--- src/rtl/capacitive_touch_scanner.sv ---
// Capacitive touch scanner for nine pads sharing one drive pin.
// Each scan discharges the pads, then times how long every pad takes to read
// high after the drive pin goes high; slow pads are reported as touched.
// Optional feature macro: CAP_DEBOUNCE_EN adds per-pad scan-to-scan debounce.
module capacitive_touch_scanner #(
  parameter int unsigned DISCHARGE_CYCLES = 256,
  parameter int unsigned TIMEOUT_CYCLES   = 4095,
  parameter int unsigned THRESHOLD        = 200,
  parameter int unsigned DEBOUNCE_SCANS   = 3
) (
  input  logic       clock,
  input  logic       reset,
  input  logic       enable,
  input  logic [8:0] capacitive_sensors_in,
  output logic       capacitive_sensors_out,
  output logic [8:0] touched,
  output logic [8:0] touch_rise,
  output logic       scan_done,
  output logic       busy
);

  localparam int unsigned NUM_PADS = 9;
  localparam int unsigned CNT_W    = 12;
  localparam int unsigned DIS_W    = $clog2(DISCHARGE_CYCLES + 1);

  // Reject debounce depths the 2-bit agreement counter cannot represent.
  if (DEBOUNCE_SCANS < 1 || DEBOUNCE_SCANS > 4) begin : g_cfg_check
    $error("DEBOUNCE_SCANS must be in 1..4");
  end

  typedef enum logic [1:0] {
    IDLE      = 2'd0,
    DISCHARGE = 2'd1,
    CHARGE    = 2'd2,
    EVAL      = 2'd3
  } state_t;

  state_t               state_q;
  state_t               state_d;
  logic [NUM_PADS-1:0]  meta_q;
  logic [NUM_PADS-1:0]  sync_q;
  logic [DIS_W-1:0]     dis_cnt_q;
  logic [CNT_W-1:0]     chg_cnt_q;
  logic [NUM_PADS-1:0]  captured_q;
  logic [CNT_W-1:0]     rise_q [NUM_PADS];
  logic                 timeout_c;
  logic                 out_c;
  logic                 busy_c;
  logic [NUM_PADS-1:0]  raw_c;
  logic [NUM_PADS-1:0]  touched_c;

  assign timeout_c = (chg_cnt_q == CNT_W'(TIMEOUT_CYCLES));

  // Two-flop synchronizer for the asynchronous pad inputs.
  always_ff @(posedge clock) begin
    if (reset) begin
      meta_q <= '0;
      sync_q <= '0;
    end else begin
      meta_q <= capacitive_sensors_in;
      sync_q <= meta_q;
    end
  end

  // State register.
  always_ff @(posedge clock) begin
    if (reset) begin
      state_q <= IDLE;
    end else begin
      state_q <= state_d;
    end
  end

  // Next-state logic; a started scan always runs through EVAL.
  always_comb begin
    state_d = state_q;
    case (state_q)
      IDLE: begin
        if (enable) state_d = DISCHARGE;
      end
      DISCHARGE: begin
        if (dis_cnt_q == DIS_W'(DISCHARGE_CYCLES - 1)) state_d = CHARGE;
      end
      CHARGE: begin
        if ((&captured_q) || timeout_c) state_d = EVAL;
      end
      EVAL: begin
        state_d = enable ? DISCHARGE : IDLE;
      end
      default: state_d = IDLE;
    endcase
  end

  // Phase counters: zero on the first cycle of their phase, cleared outside it.
  always_ff @(posedge clock) begin
    if (reset) begin
      dis_cnt_q <= '0;
      chg_cnt_q <= '0;
    end else begin
      dis_cnt_q <= (state_q == DISCHARGE && state_d == DISCHARGE) ? dis_cnt_q + DIS_W'(1) : '0;
      chg_cnt_q <= (state_q == CHARGE && state_d == CHARGE) ? chg_cnt_q + CNT_W'(1) : '0;
    end
  end

  // Rise-time capture: first high sample wins; timeout fills in the stragglers.
  always_ff @(posedge clock) begin
    if (reset) begin
      captured_q <= '0;
      for (int i = 0; i < NUM_PADS; i++) rise_q[i] <= '0;
    end else if (state_q == DISCHARGE) begin
      captured_q <= '0;
    end else if (state_q == CHARGE) begin
      for (int i = 0; i < NUM_PADS; i++) begin
        if (!captured_q[i] && (sync_q[i] || timeout_c)) begin
          captured_q[i] <= 1'b1;
          rise_q[i]     <= chg_cnt_q;
        end
      end
    end
  end

`ifdef CAP_DEBOUNCE_EN
  localparam logic [1:0] DEB_LIMIT = 2'(DEBOUNCE_SCANS - 1);

  logic [1:0] agree_q [NUM_PADS];
  logic [1:0] agree_d [NUM_PADS];

  // Debounce counters: count consecutive disagreeing scans per pad.
  always_ff @(posedge clock) begin
    if (reset) begin
      for (int i = 0; i < NUM_PADS; i++) agree_q[i] <= '0;
    end else begin
      for (int i = 0; i < NUM_PADS; i++) agree_q[i] <= agree_d[i];
    end
  end
`endif

  // Output decode: drive/busy follow the next state; touch state resolves in EVAL.
  always_comb begin
    out_c     = (state_d == CHARGE);
    busy_c    = (state_d != IDLE);
    touched_c = touched;
    for (int i = 0; i < NUM_PADS; i++) begin
      raw_c[i] = (rise_q[i] >= CNT_W'(THRESHOLD));
    end
`ifdef CAP_DEBOUNCE_EN
    for (int i = 0; i < NUM_PADS; i++) begin
      agree_d[i] = agree_q[i];
      if (state_q == EVAL) begin
        if (raw_c[i] == touched[i]) begin
          agree_d[i] = '0;
        end else if (agree_q[i] == DEB_LIMIT) begin
          touched_c[i] = raw_c[i];
          agree_d[i]   = '0;
        end else begin
          agree_d[i] = agree_q[i] + 2'd1;
        end
      end
    end
`else
    if (state_q == EVAL) touched_c = raw_c;
`endif
  end

  // Registered outputs.
  always_ff @(posedge clock) begin
    if (reset) begin
      capacitive_sensors_out <= 1'b0;
      busy                   <= 1'b0;
      scan_done              <= 1'b0;
      touched                <= '0;
      touch_rise             <= '0;
    end else begin
      capacitive_sensors_out <= out_c;
      busy                   <= busy_c;
      scan_done              <= (state_q == EVAL);
      touched                <= touched_c;
      touch_rise             <= touched_c & ~touched;
    end
  end

endmodule

--- config.mk ---
export PLATFORM = sky130hd
export DESIGN_NAME = capacitive_touch_scanner
export DESIGN_NICKNAME = d
export VERILOG_FILES = /design/src/rtl/capacitive_touch_scanner.sv
export SDC_FILE = /design/constraint.sdc
export NUM_CORES = 1
export LEC_CHECK = 0
export BUFFER_PORTS_ARGS = -buffer_cell sky130_fd_sc_hd__clkbuf_2
export CAP_MARGIN = 20
export CORE_UTILIZATION = 35
export DETAILED_ROUTE_END_ITERATION = 10
export HOLD_SLACK_MARGIN = 0.1
export RECOVER_POWER = 50
export SKIP_LAST_GASP = 1
export SLEW_MARGIN = 15
export SYNTH_ARGS = -nofsm -noshare
export SYNTH_HDL_FRONTEND = slang
export SYNTH_SLANG_ARGS = --single-unit
--- constraint.sdc ---
create_clock -name clock -period 6.09 [get_ports clock]
set_clock_uncertainty 0.2 [all_clocks]
set_input_delay 0.9135 -clock clock [delete_from_list [all_inputs] [get_ports clock]]
set_output_delay 0.9135 -clock clock [all_outputs]
set_load 0.005 [all_outputs]
# Yosys cells after proc, flatten, opt, wreduce, memory -nomap -nowiden
# Memories as Yosys holds them, arrays and structs flattened.
# Cells that the tools add are included.
# word_totals
out_inout_bits	21
ramBits	108
memories	1
regBits	71
elab_cells	158
# mem_list
memory	depth	width	read_ports	rd_ports_with_merged_regs	write_ports	line	source
rise_q	9	12	9	0	9	45	logic [CNT_W-1:0] rise_q [NUM_PADS];
# op_classes
bitwise_logic	13
order_cmp	9
reduce_logical	45
n_mux	62
n_addsub	2
eq_ne	7
# op_table
operator	n
12-bit by 8-bit greater-or-equal comparator with 1-bit output, second input constant	9
12-bit two-way mux	9
1-bit two-way mux	48
2-bit AND reduction	9
12-bit by 1-bit adder with 12-bit output, second input constant	1
12-bit equality test, second input constant	1
1-bit logical AND	11
1-bit logical OR	10
9-bit by 1-bit adder with 9-bit output, second input constant	1
9-bit AND	1
9-bit by 8-bit equality test with 1-bit output, second input constant	1
1-bit zero test	9
9-bit two-way mux	1
9-bit NOT	1
1-bit bitwise OR	9
9-bit AND reduction	1
2-bit one-hot mux with 4 select lines	1
2-bit equality test, second input constant	3
2-bit two-way mux	3
2-bit OR reduction	3
2-bit by 1-bit equality test with 1-bit output, second input constant	2
2-bit zero test	1
1-bit NOT	2
2-bit nonzero test	1

# Logic depth before layout (Yosys ltp)
# Gate-level depths: netlist (run 1).
# depth
ltp_word	9
ltp_mapped	8

# Worst setup path before layout (run 1)
# Ideal clock, no wire load.
# synth_timing
path_type	register to register
startpoint	register chg_cnt_q[0]
endpoint	memory rise_q[1][3] (netlist: rise_q[0][15]), enable pin
t_required_ns	5.500
t_arrival_ns	1.982
slack_ns	3.518
stages_incl_launch_ff	7
path_cell_list	dfxtp_1 ha_1 and4_4 and3_4 clkbuf_1 nor2_1 o31ai_1
# synth_rtl
item	line	source
from (decl)	43	logic [CNT_W-1:0] chg_cnt_q;
from (signal assigned)	101	chg_cnt_q <= (state_q == CHARGE && state_d == CHARGE) ? chg_cnt_q + CNT_W'(1) : '0;
to (decl)	45	

# Worst setup path after layout (run 1)
# layout_timing
startpoint	input port reset
endpoint	register chg_cnt_q[7]
# layout_between
elab_chain_cells	1
# layout_rtl
item	line	source
from (decl)	12	input logic reset,
2-bit OR reduction (no line)	n/a	
# Every way passes these cells.
# A chain may end at the register's enable or synchronous reset.

==> results of run 1 <==
-- state kept, by name, indices dropped and copies added, names as in the netlist --
register                count
chg_cnt_q                  12
sync_q                      9
captured_q                  9
rise_q                     81
busy                        1
touched                     9
scan_done                   1
meta_q                      9
touch_rise                  9
capacitive_sensors_out      1
state_q                     2
dis_cnt_q                   9
-- layout by cell type (no fill, tap or decap), types with 8 or more instances in the layout --
cell type / Yosys / layout
xor2_1: 9 / 9
nand2_1: 16 / 16
nor2b_1: 24 / 30
o31ai_2: 0 / 9
nor4_1: 9 / 9
edfxtp_1: 81 / 81
nand3_1: 8 / 8
o21ai_0: 19 / 19
clkbuf_1: 12 / 11
clkbuf_2: 0 / 21
dfxtp_1: 71 / 71
nor3_1: 9 / 9
and3_1: 14 / 14
nor2_1: 43 / 43
a21oi_1: 11 / 11
o311ai_0: 9 / 9
clkbuf_16: 0 / 18
-- through the flow --
stage / util, % / total power [uW] / area [um^2] / setup WS, ns / instances
2_1_floorplan: - / 1160 / 5320 / 3.52 / 402
3_3_place_gp: 38.3 / 1170 / 5640 / 2.84 / 602
3_5_place_dp: 38.3 / 1170 / 5640 / 2.73 / 602
4_1_cts: 42.7 / 2270 / 6280 / 3.17 / 634
5_1_grt: 42.8 / 2320 / 6290 / 1.97 / 634
6_report: 42.8 / 2250 / 6290 / 2.28 / 634
-- per-layer routing --
layer / routed length, um / global-route usage [%]
met5: 0 / 0
met1: 4500 / 15.9
met4: 146 / 5.74
met3: 432 / 4.79
met2: 4310 / 19.5
-- worst paths after layout --
check / slack (ns) / depth (start not counted) / startpoint / end
max: 2.28 / 4 / reset / chg_cnt_q[7]
min: 0.23 / 1 / meta_q[0] / sync_q[0]
max reg2reg: 3.17 / 6 / chg_cnt_q[0] / rise_q[0][3]
min reg2reg: 0.23 / 1 / meta_q[0] / sync_q[0]
-- cell type report --
cell class	count	area, um^2
timing repair buffer	32	146
sequential	152	3850
fill	1350	8410
clock inverter	12	163
clock buffer	20	478
tap	184	230
multi-input combinational	226	1390
inverter	8	30.0
-- report_power, final --
group          total, uW  internal, uW  switching [uW]
clock               1100           695             403
combinational       37.3          12.5            24.7
sequential          1110          1100            8.78
total               2250          1810             436
-- cell families after synthesis --
family	after synthesis
flops	152
buf+inv	24
compound gates	56
fa+ha+maj	3
xor+xnor	16
simple gates	151
==> impl_metrics.toml, run 1 <==
[synthesis]
synth_area_mm2 = 0.00532
yosys_most_used_dff = "edfxtp_1"
yosysMostFrequentCell = "edfxtp_1"
synthSimpleGateAreaFrac_pct = 15.4
yosysUniqueCellTypes = 42
ys_top_cells_by_area = "edfxtp_1 (46%), dfxtp_1 (27%), nor2_1 (3.0%)"
synthAdderAreaFrac_pct = 0.705
synth-xor-area-share_pct = 2.63
synth_top_area_share_pct = 45.7
muxShareOfSynthArea_pct = 0
postSynthCellCount = 402
synth_edf_count = 81
synth_top_family_by_area = "simple AND/OR/NAND/NOR gates"
synth-compound-area-share_pct = 6.84
synth_seq_cells = 152
async_flop_share_pct = 0
syn_avg_cell_area_um2 = 13.2
synth_top_cell_by_area = "edfxtp_1"
ys_seq_area_share_pct = 72.4
ys_warn_count = 0
synth_nets = 417
synthTopCellsByCount = "edfxtp_1 (81), dfxtp_1 (71), nor2_1 (43)"

[setup_path]
critical_path.max_fanout = 35
path_delay_family = "buffers and inverters"
cp-start-kind = "input pin"
arrival_ns = 3.90
max_stage_delay_ns = 1.11
cp_data_required_time_ns = 6.17
worst-path-buf-inv = 2
critical_path_class = "in2reg"
cp_cell_sequence = "clkbuf_1, clkinv_1, nand4_1, nor2_1"
end_kind = "register"
cpMaxStageDelayCell = "clkinv_1"

[placement]
gp_congestion = 0.751
io_buffers = 32
detailed_place_hpwl_um = 5900

[layout]
area_delta_synth_final_pct = 18.2
drive_gt1_share_pct = 15.1
final_nets = 452
num_antenna_cells = 0

[timing]
setup_viol = 0
worst_pin_slew_ns = 1.49
fin_setup_tns_ns = 0
rsz0062_at_grt = "no"
slew_headroom_pct = 0.871
whs_ns = 0.235
finalCriticalPeriod_ns = 3.81
maxSlewViolCount = 0
fmax_mhz = 262
period_share_pct = 62.6
hold_viol_final = 0

[route]
routedWlPerCell_um = 14.8
drt_pass1_iterations = 7
viasPerCell = 4.79
first_iter_violations = 208
vias = 3036
remaining_drc_errors = 4
drt-total-wl_um = 9380
antenna_left = 0

[clocking]
cts_hold_buf = 0
cts_max_path_buffers = 2
cts_resized = 0
clk_pin_slew_ns = 0.06
clock_latency_ns = 0.41
cts_root_buf = "clkbuf_16"
cts_tree = "yes"
post-cts-setup-buffer-count = 0
cts-buffers-inserted = 17
htree_levels = 4
clock-sinks = 152

[run_status]
status = "finished with violations"
violations = "design-rule violations, max-capacitance violations"

[global_route]
grt_pass1_wl_um = 14900
grt_pass1_vias = 2901
globalRouteTotalUtil_pct = 12.7
antenna_found_initial = 0
gr-total-overflow = 0
grt_max_degree = 36

[die]
core-area_mm2 = 0.0147
die_h_um = 125
row_count = 44
dieArea_mm2 = 0.0157
io_pins = 33
initial_core_util_pct = 36.2
die_w_um = 125

[pwr]
max-vdd-ir-drop_mv = 0.202
p_leak_uw = 0.00225
power_density_mw_per_mm2 = 357

[run]
cap_violations = 1

[worst_hold_path]
hp-class = "reg2reg"
Power figures use the tool's default switching activity.
==> run 2, diff against run 1 <==
==> constraint.sdc (replaced) <==
create_clock -name clock -period 3.2 [get_ports clock]
set_clock_uncertainty 0.2 [all_clocks]
set_input_delay 0.48 -clock clock [delete_from_list [all_inputs] [get_ports clock]]
set_output_delay 0.48 -clock clock [all_outputs]
set_load 0.005 [all_outputs]
==> impl_metrics.toml, run 2 (synthesis gave the netlist of run 1 again) <==
[run]
cap_violations = 0

[die]
die_h_um = 125
core-area_mm2 = 0.0147
die_w_um = 125
initial_core_util_pct = 36.2
io_pins = 33
dieArea_mm2 = 0.0157
row_count = 44

[pwr]
comb_power_share_pct = 2.0
totalPowerFinal_uw = 4460
power_density_mw_per_mm2 = 688
p_int_uw = 3620
switching_share_pct = 18.7
seq_power_share_pct = 47.5
power_switching_uw = 833
pwr-share-clk_pct = 50.6
max-vdd-ir-drop_mv = 0.559
p_leak_uw = 0.00235

[placement]
detailed_place_hpwl_um = 5980
dp_cells = 615
io_buffers = 32
gp_congestion = 0.724

[clocking]
clk_pin_slew_ns = 0.06
cts_max_path_buffers = 2
htree_levels = 4
cts_tree = "yes"
post-cts-setup-buffer-count = 0
cts_root_buf = "clkbuf_16"
clock_latency_ns = 0.42
cts-buffers-inserted = 17
clock-sinks = 152

[setup_path]
cp_cell_sequence = "ha_1, and4_1, and3_4, a211oi_2, o311a_1, nor2b_2"
max_stage_delay_ns = 0.48
startpoint = "chg_cnt_q[0]"
rrSetupSlack_ns = 0.50
critical_path_class = "reg2reg"
worst-path-buf-inv = 0
cp_data_required_time_ns = 3.16
cp-start-kind = "register"
cpMaxStageDelayCell = "o311a_1"
critical_path.max_fanout = 20
path_delay_family = "simple AND/OR/NAND/NOR gates"
arrival_ns = 2.66
end_kind = "register"
r2r-start = "chg_cnt_q[0]"

[global_route]
antenna_found_initial = 0
grt_pass1_wl_um = 14900
grt_pass1_vias = 3020
gr-total-overflow = 0
globalRouteTotalUtil_pct = 12.9
grt_max_degree = 25

[timing]
worst_pin_slew_ns = 0.937
setup_viol = 0
finalCriticalPeriod_ns = 2.70
fmax_mhz = 371
fin_setup_tns_ns = 0
slew_headroom_pct = 37.5
whs_ns = 0.194
period_share_pct = 84.3
rsz0062_at_grt = "no"
maxSlewViolCount = 0
hold_viol_final = 0

[layout]
largestRegisters = "rise_q x81, chg_cnt_q x12"
final_cell_mix = "edfxtp_1 (81), dfxtp_1 (71), nor2_1 (43), nor2b_1 (24), clkbuf_2 (23)"
final_common_cell = "edfxtp_1"
final_cells = 656
num_antenna_cells = 0
regMostFlops = "rise_q"
largest_reg_flops = 81
area_delta_synth_final_pct = 21.7
drive_gt1_share_pct = 15.7
n_fill_cell = 1331
final_nets = 474

[route]
routedWlPerCell_um = 14.3
viasPerCell = 4.75
drt_pass1_iterations = 7
first_iter_violations = 184
antenna_left = 0
remaining_drc_errors = 4
vias = 3116
drt-total-wl_um = 9390

[worst_hold_path]
hp-class = "in2reg"
hold_start = "enable"

[run_status]
violations = "design-rule violations"
status = "finished with violations"
run 2: per-layer routing:
layer	up-vias	share of wire [%]	global-route usage, %
met5	-	0	0
met4	0	1.9	6.46
met3	13	4.3	4.19
met2	66	46	20.4
met1	1471	48	15.8
li1	1566	-	-
run 2: worst min-delay path: cells and delay by family:
| family | cells | cell delay (ns) |
|---|---|---|
| AO/OA/AOI/OAI | 1 | 0.11 |
| buffers and inverters | 1 | 0.09 |
| AND/OR/NAND/NOR | 1 | 0.09 |
run 2: worst paths after layout:
check	cells after the start	end
setup / recovery	6	rise_q[0][5]
hold / removal	3	state_q[0]
setup reg to reg	6	rise_q[0][5]
hold reg to reg	1	sync_q[5]
run 2: cell type report:
cell class	count	area, um^2	area share [%]
flip-flops and latches	152	3850	59.5
multi-input cells	226	1360	21.0
clock buffers	18	439	6.78
repair buffers	54	318	4.91
clock inverters	14	245	3.79
well taps	184	230	3.56
inverters	8	30.0	0.464
run 2: what timing repair did:
action | 4_1_cts | 5_1_grt
hold buffers | 9 | 0
gates resized for setup | 0 | 0
endpoints found under the hold margin | 9 | 0
run 2: per-stage QoR:
stage	worst slack [ns]	area (um^2)	utilization, %
floorplan	0.628	5320	-
global placement	0.546	5730	39.0
detailed placement	0.528	5730	39.0
CTS	0.482	6510	44.3
global route	0.356	6470	44.1
finish	0.504	6470	44.1
run 2: power groups by stage:
stage	sequential (uW)	combinational, uW	clock, uW
floorplan	2150	50.8	0
global placement	2160	79.5	0
detailed placement	2160	82.2	0
CTS	2110	90.7	2310
global route	2120	96.5	2390
finish	2110	87.0	2250
==> run 3, diff against run 2 <==
--- a/config.mk
+++ b/config.mk
@@ -5,6 +5,7 @@
 export SDC_FILE = /design/constraint.sdc
 export NUM_CORES = 1
 export LEC_CHECK = 0
+export ABC_AREA = 1
 export BUFFER_PORTS_ARGS = -buffer_cell sky130_fd_sc_hd__clkbuf_2
 export CAP_MARGIN = 20
 export CORE_UTILIZATION = 35
==> constraint.sdc (replaced) <==
create_clock -name clock -period 2.4 [get_ports clock]
set_clock_uncertainty 0.2 [all_clocks]
set_input_delay 0.36 -clock clock [delete_from_list [all_inputs] [get_ports clock]]
set_output_delay 0.36 -clock clock [all_outputs]
set_load 0.005 [all_outputs]
==> impl_metrics.toml, run 3 <==
[synthesis]
async_flop_share_pct = 0
synth_area_mm2 = 0.00534
synth_top_cell_by_area = "edfxtp_1"
ys_warn_count = 0
postSynthCellCount = 469
synth_top_area_share_pct = 45.5
syn_avg_cell_area_um2 = 11.4
yosysUniqueCellTypes = 28
synth_edf_count = 81
yosysMostFrequentCell = "edfxtp_1"
ys_seq_area_share_pct = 72.1
synthTopCellsByCount = "edfxtp_1 (81), nor2_1 (74), dfxtp_1 (71)"
yosys_most_used_dff = "edfxtp_1"
synth_seq_cells = 152
ys_top_cells_by_area = "edfxtp_1 (46%), dfxtp_1 (27%), nor2_1 (5.2%)"
synth_nets = 484

[placement]
placed_cell_area_mm2 = 0.00590
detailed_place_hpwl_um = 6180
gp_congestion = 0.818
dp_slack_ns = 0.0220
dp_cells = 690
io_buffers = 32

[pwr]
power_density_mw_per_mm2 = 809
max-vdd-ir-drop_mv = 0.508
totalPowerFinal_uw = 5380
p_leak_uw = 0.00259

[clocking]
clock-sinks = 152
clock_latency_ns = 0.41
clk_pin_slew_ns = 0.06
cts_max_path_buffers = 2
cts-buffers-inserted = 17
cts_root_buf = "clkbuf_16"
htree_levels = 4
cts_tree = "yes"

[die]
initial_core_util_pct = 36.4
row_count = 44
core-area_mm2 = 0.0147
die_w_um = 126
io_pins = 33
dieArea_mm2 = 0.0158
die_h_um = 126

[setup_path]
cp_cell_sequence = "ha_4, nand2_2, nor2_1, inv_1, nor2_2, inv_2, nor4_4, ha_2, nor2_4, o21ai_2, nand2_2, inv_1, nand4_1, buf_4, nor2_1"
max_stage_delay_ns = 0.35
cp-start-kind = "register"
arrival_ns = 2.52
end_kind = "register"
cpMaxStageDelayCell = "dfxtp_2"
worst-path-buf-inv = 4
critical_path.max_fanout = 6
critical_path_class = "reg2reg"
cp_data_required_time_ns = 2.55
path_delay_family = "simple AND/OR/NAND/NOR gates"

[route]
antenna_left = 0
vias = 3323
drt-total-wl_um = 9720
drt_pass1_iterations = 7
first_iter_violations = 248
routedWlPerCell_um = 13.2
remaining_drc_errors = 3
viasPerCell = 4.51

[timing]
fmax_mhz = 422
maxSlewViolCount = 0
period_share_pct = 98.8
finalCriticalPeriod_ns = 2.37
rsz0062_at_grt = "yes"
worst_pin_slew_ns = 0.694
slew_headroom_pct = 53.7
hold_viol_final = 0
worst_slack_ns = 0.0288
setup_viol = 0

[global_route]
grt_pass1_vias = 3138
gr-total-overflow = 0
antenna_found_initial = 0
grt_pass1_wl_um = 15200
globalRouteTotalUtil_pct = 12.9
grt_max_degree = 37

[layout]
final_nets = 555
design_area_mm2 = 0.00665
largest_reg_flops = 81
final_cells = 737
final_common_cell = "edfxtp_1"
largestRegisters = "rise_q x81, chg_cnt_q x12"
num_antenna_cells = 0
drive_gt1_share_pct = 18.6
area_delta_synth_final_pct = 24.4
regMostFlops = "rise_q"
final_cell_mix = "edfxtp_1 (81), dfxtp_1 (69), nor2_1 (67), inv_1 (58), nand2_1 (56)"

[run_status]
status = "finished with violations"
violations = "design-rule violations"

[worst_hold_path]
hp-class = "in2reg"

[run]
cap_violations = 0
run 3: cell count changes in the layout (fill, tap and decap cells not counted), moves of 10 or more:
| cell | change |
|---|---|
| nor2_1 | +24 |
| inv_1 | +51 |
| nand3_1 | +15 |
| nand2_1 | +40 |
| nor2b_1 | -24 |
| and3_1 | -14 |
| or2_2 | +10 |
run 3: cells by family after synthesis:
kind of cell | synth area share [%]
adders and majority gates | 0.702
xor gates and xnor gates | 1.80
buffers and inverters | 5.20
DFF | 72.1
AOI/OAI and AO/OA | 3.65
and+or+nand+nor | 16.5
run 3: stage by stage:
stage               hold WS (ns)  setup TNS [ns]  utilization (%)
finish                     0.125               0             45.2
detailed placement         0.192               0             40.1
global route               0.149           -1.63             45.2
global placement           0.191               0             40.1
CTS                        0.112               0             44.5
floorplan                  0.188               0                -
run 3: final cells by class:
| class | count | area [um^2] |
|---|---|---|
| clock buffer | 23 | 479 |
| timing repair buffer | 62 | 502 |
| tap | 184 | 230 |
| clock inverter | 9 | 67.6 |
| inverter | 61 | 233 |
| fill | 1335 | 8050 |
| sequential | 152 | 3860 |
| multi-input combinational | 246 | 1280 |
run 3: final timing paths:
kind / start / endpoint / slack, ns / cells after the start
hold / removal: enable / state_q[0] / 0.12 / 5
hold reg to reg: meta_q[1] / sync_q[1] / 0.20 / 2
setup reg to reg: dis_cnt_q[0] / chg_cnt_q[1] / 0.03 / 15
setup / recovery: dis_cnt_q[0] / chg_cnt_q[1] / 0.03 / 15
run 3: routing by layer:
| metal | part of all wire, % | track usage [%] | vias to the layer above | wire length, um |
|---|---|---|---|---|
| met2 | 50 | 21.4 | 55 | 4820 |
| met1 | 46 | 15.5 | 1557 | 4460 |
| met4 | 1.4 | 6.24 | 0 | 132 |
| met3 | 3.1 | 3.47 | 9 | 305 |
| met5 | 0 | 0 | - | 0 |
| li1 | - | - | 1702 | - |
run 3: repair_timing:
action                                  in CTS  in global routing
hold endpoints to repair                    11                  0
setup buffers                                0                  4
endpoints found under the setup margin       0                 93
gates resized for setup                      0                 23
hold buffers                                10                  0
run 3: power by group:
part | internal, uW | switching (uW) | total [uW] | leakage [uW]
logic | 45.8 | 76.9 | 123 | 0.000982
clock network | 1410 | 996 | 2410 | 0.000259
registers | 2820 | 23.7 | 2840 | 0.00135
total | 4280 | 1100 | 5380 | 0.00259
run 3: worst register-to-register path: cells and delay by family, from the launching register on:
kind	cells	cell delay, ns
compound gates	1	0.15
simple gates	8	0.79
flops	1	0.35
buf+inv	4	0.42
fa+ha+maj	2	0.40
